<file path="config.mk">
export PLATFORM = sky130hd
export DESIGN_NAME = operand_sel_stage
export DESIGN_NICKNAME = d
export VERILOG_FILES = /design/src/rtl/operand_sel_stage.sv
export SDC_FILE = /design/constraint.sdc
export NUM_CORES = 1
export LEC_CHECK = 0
export BUFFER_PORTS_ARGS = -buffer_cell sky130_fd_sc_hd__clkbuf_2
export CORE_ASPECT_RATIO = 1.4
export CORE_MARGIN = 2
export CORE_UTILIZATION = 39
export DETAILED_ROUTE_END_ITERATION = 8
export PLACE_DENSITY_LB_ADDON = 0.05
export RECOVER_POWER = 25
export SLEW_MARGIN = 30
export SYNTH_ARGS = -nofsm -noshare
export SYNTH_HDL_FRONTEND = slang
export SYNTH_SLANG_ARGS = --single-unit
</file>
<file path="constraint.sdc">
create_clock -name clk_i -period 1.9 [get_ports clk_i]
set_input_delay 0.475 -clock clk_i [delete_from_list [all_inputs] [get_ports clk_i]]
set_output_delay 0.475 -clock clk_i [all_outputs]
set_load 0.02 [all_outputs]
</file>
<file path="src/rtl/operand_sel_stage.sv">
// N:1 operand selector with a registered result and a one-entry skid behind it; one-cycle latency.
// Backpressure: ready_o depends only on registered skid occupancy, so ready_i never reaches ready_o combinationally.
module operand_sel_stage #(
  parameter int WIDTH   = 32,
  parameter int NUM_SRC = 4,
  localparam int SEL_W  = (NUM_SRC > 2) ? $clog2(NUM_SRC) : 1
) (
  input  logic                     clk_i,
  input  logic                     rst_i,
  input  logic                     flush_i,
  input  logic [NUM_SRC*WIDTH-1:0] src_i,
  input  logic [SEL_W-1:0]         select_i,
  input  logic                     valid_i,
  output logic                     ready_o,
  output logic [WIDTH-1:0]         res_o,
  output logic                     valid_o,
  input  logic                     ready_i,
  output logic                     sel_err_o
);

  localparam logic [SEL_W:0] NUM_SRC_W = (SEL_W+1)'(NUM_SRC);

  logic [WIDTH-1:0] main_q, main_d;
  logic             main_vld_q, main_vld_d;
  logic [WIDTH-1:0] skid_q, skid_d;
  logic             skid_vld_q, skid_vld_d;
  logic             sel_err_q, sel_err_d;

  logic             sel_ok;
  logic [WIDTH-1:0] new_word;
  logic             accept;
  logic             drain;

  // Out-of-range selects capture zero rather than an undefined slice.
  always_comb begin
    sel_ok   = ({1'b0, select_i} < NUM_SRC_W);
    new_word = '0;
    for (int k = 0; k < NUM_SRC; k++) begin
      if (sel_ok && (select_i == SEL_W'(k))) begin
        new_word = src_i[k*WIDTH +: WIDTH];
      end
    end
  end

  assign ready_o = !skid_vld_q && !rst_i;
  assign accept  = valid_i && ready_o;
  assign drain   = main_vld_q && ready_i;

  always_comb begin
    main_d     = main_q;
    main_vld_d = main_vld_q;
    skid_d     = skid_q;
    skid_vld_d = skid_vld_q;
    sel_err_d  = sel_err_q;

    if (flush_i) begin
      main_vld_d = 1'b0;
      skid_vld_d = 1'b0;
    end else if (skid_vld_q) begin
      if (drain) begin
        main_d     = skid_q;
        skid_vld_d = 1'b0;
      end
    end else if (accept) begin
      sel_err_d = sel_err_q | !sel_ok;
      if (!main_vld_q || ready_i) begin
        main_d     = new_word;
        main_vld_d = 1'b1;
      end else begin
        skid_d     = new_word;
        skid_vld_d = 1'b1;
      end
    end else if (drain) begin
      main_vld_d = 1'b0;
    end
  end

  always_ff @(posedge clk_i) begin
    if (rst_i) begin
      main_q     <= '0;
      main_vld_q <= 1'b0;
      skid_q     <= '0;
      skid_vld_q <= 1'b0;
      sel_err_q  <= 1'b0;
    end else begin
      main_q     <= main_d;
      main_vld_q <= main_vld_d;
      skid_q     <= skid_d;
      skid_vld_q <= skid_vld_d;
      sel_err_q  <= sel_err_d;
    end
  end

  assign res_o     = main_q;
  assign valid_o   = main_vld_q;
  assign sel_err_o = sel_err_q;

endmodule

</file>
==> results_dict.tcl <==
set metrics [dict create \
    diodes 0 \
    start_kind "flip-flop" \
    p_sw_uw 990 \
    hp-class "in -> reg" \
    setup_tns_ns 0 \
    layout_commonest_cell "clkbuf_2" \
    synth_xor_xnor_area_share_pct 0 \
    seq_area_um2 1320 \
    synth_top_cell_by_area "dfxtp_1" \
    power.total_uw 3820 \
    synth_fa_ha_area_share_pct 0 \
    synth.cell_area_um2 3880 \
    layout_common_cells "144 x clkbuf_2, 65 x nor2_1, 65 x nand2_1, 65 x dfxtp_1, 64 x mux2i_1" \
    ys_seq_area_share_pct 34.0 \
    io_pins 170 \
    start_util_pct 39.7 \
    drv_cap 0 \
    synth_top_area_share_pct 34.0 \
    drt.antenna.violating_nets 0 \
    syn_avg_cell_area_um2 8.65 \
    die_h_um 122 \
    grt_use_total_pct 21.0 \
    power.density_nw_per_um2 755 \
    root_buffer "clkbuf_16" \
    fin_worst_skew_ns 0.00488 \
    worst_pin_slew_ns 0.628 \
    h-tree-depth 3 \
    finalSetupViolCount 0 \
    cts_tree "done" \
    clock.fmax_mhz 557 \
    rows 43 \
    fill_cells 991 \
    synth_top_family_by_area "simple AND/OR/NAND/NOR gates" \
    synthMuxAreaShare_pct 16.5 \
    vias_per_cell 5.20 \
    drt_iter0_drc 145 \
    post-route-min-period_ns 1.80 \
    grt_pass1_vias 3728 \
    finalMaxSlewViolations 0 \
    yosys.area_share.simple_pct 24.8 \
    p_sw_share_pct 25.9 \
    grt_pass1_wl_um 17700 \
    vias 3850 \
    synthToLayoutAreaGrowth_pct 30.2 \
    p_clk_share_pct 43.7 \
    clkLatencyLatePin_ns 0.33 \
    power_frac_seq_pct 38.1 \
    clock-sinks 66 \
    layout.nets 736 \
    core_um2 9790 \
    path_max_fanout 18 \
    clkTransAtPathRegs_ns 0.05 \
    yosysWarnings 0 \
    drc_errors 0 \
    cp.arrival_ns 1.32 \
    drtPass1Iterations 4 \
    finalCritPeriodShare_pct 94.5 \
    ys_types 26 \
    synth_compound_area_share_pct 16.8 \
    comb_power_share_pct 18.3 \
    internal-power_uw 2830 \
    grt_overflow 0 \
    cts_buffers 9 \
    hpwlAfterDp_um 7740 \
    grt_max_degree 37 \
    synth_area_leaders "dfxtp_1 34%, mux2i_1 16%, a32o_1 8.2%" \
    routabilityCongestion 0.784 \
    cts_resized 0 \
    status "complete, no violations" \
    cts_buffer_depth 2 \
    crit_required_ns 1.42 \
    finalHoldViolations 0 \
    power_leakage_uw 0.00226 \
    netlist_instances 449 \
    antenna_found_initial 0 \
    syn-num-nets 584 \
    wl_per_cell_um 14.9 \
    drive_gt1_share_pct 30.5 \
    cp-end-kind "primary output" \
    ys_ff_latch 66 \
    chipWidth_um 88.3 \
    cts_hold_buffers 0 \
    max-slew-margin-rel_pct 58.1 \
    dieArea_um2 10800 \
    rsz0062_at_grt "no" \
    worstSetupPathType "reg -> out" \
    post_cts_buffers 0 \
    peakVddDrop_v 0.000495 \
    port_buffers 168 \
    multiInputGateArea_um2 2270 \
    totalWireLength_um 11000 \
]
[through the flow]
step                      instance area, um2  cells  hold WS, ns  setup WS (ns)  utilization (%)
after global placement                  4790    725        0.446          0.171             48.9
after floorplan                         3880    449        0.442          0.293                -
after detailed placement                4790    725        0.454          0.140             48.9
after CTS                               5090    741        0.417         0.0870             52.0
final                                   5060    741        0.430          0.104             51.6
after global routing                    5060    741        0.459         0.0331             51.6
[critical path: stages (launching register included)]
cell      delay (ns)
dfxtp_2         0.46
buf_4           0.30
nor2_1          0.08
clkbuf_2        0.16
[metal layers]
layer	wire length, um	global-route usage [%]	vias up
met5	0	0	-
met4	146	5.87	0
met3	640	4.20	12
met2	5640	38.5	115
met1	4590	24.1	1795
li1	-	-	1928
[flip-flops by register name (all words and copies together) (netlist names)]
signal	count
skid_vld_q	1
valid_o	1
res_o	32
skid_q	32
[synth_stat cells]
library cell,count
dfxtp_1,66
nor2_1,66
nand2_1,65
mux2i_1,64
nand2b_1,35
a32o_1,32
o221ai_1,32
nor3_1,27
buf_4,11
buf_6,11
buf_2,10
clkbuf_1,10
nor3_2,5
a21oi_1,2
inv_1,2
a211oi_1,1
and2_1,1
conb_1,1
nor3b_2,1
nor4_2,1
nor4_4,1
o211a_4,1
o211ai_2,1
o21ai_0,1
or2_1,1
or2_4,1
[kinds of logic (layout without fill, tap and decap cells)]
family,Yosys count,count (layout)
AOI/OAI and AO/OA,70,70
buffers and inverters,44,201
DFF,66,66
muxes,64,64
other,1,1
and+or+nand+nor,204,204
[layout make-up]
class	count	share of cell area [%]
clock inverter	2	0.693
tap	135	3.34
multi-input combinational	339	44.9
sequential	66	26.2
clock buffer	14	5.22
inverter	2	0.148
timing repair buffer	183	19.6
[power by group through the flow]
stage	Sequential (uW)	Clock, uW	Combinational [uW]
final	1450	1670	697
after global routing	1460	1770	777
after CTS	1450	1710	716
after detailed placement	1480	0	712
after global placement	1480	0	702
after floorplan	1530	0	401
[path summary, 6_finish.rpt]
| kind | start | to | slack (ns) | cells after the start |
|---|---|---|---|---|
| worst min-delay path | valid_i | valid_o$_SDFFE_PP0P_ | 0.43 | 3 |
| worst max-delay path | skid_vld_q$_SDFF_PP0_ | ready_o | 0.10 | 3 |
| worst min register to register | skid_q[13]$_SDFFE_PP0P_ | skid_q[13]$_SDFFE_PP0P_ | 0.46 | 1 |
| worst max register to register | skid_vld_q$_SDFF_PP0_ | res_o[24]$_SDFFE_PP0P_ | 0.37 | 4 |
Note: power is estimated with default switching activity, not from simulation.
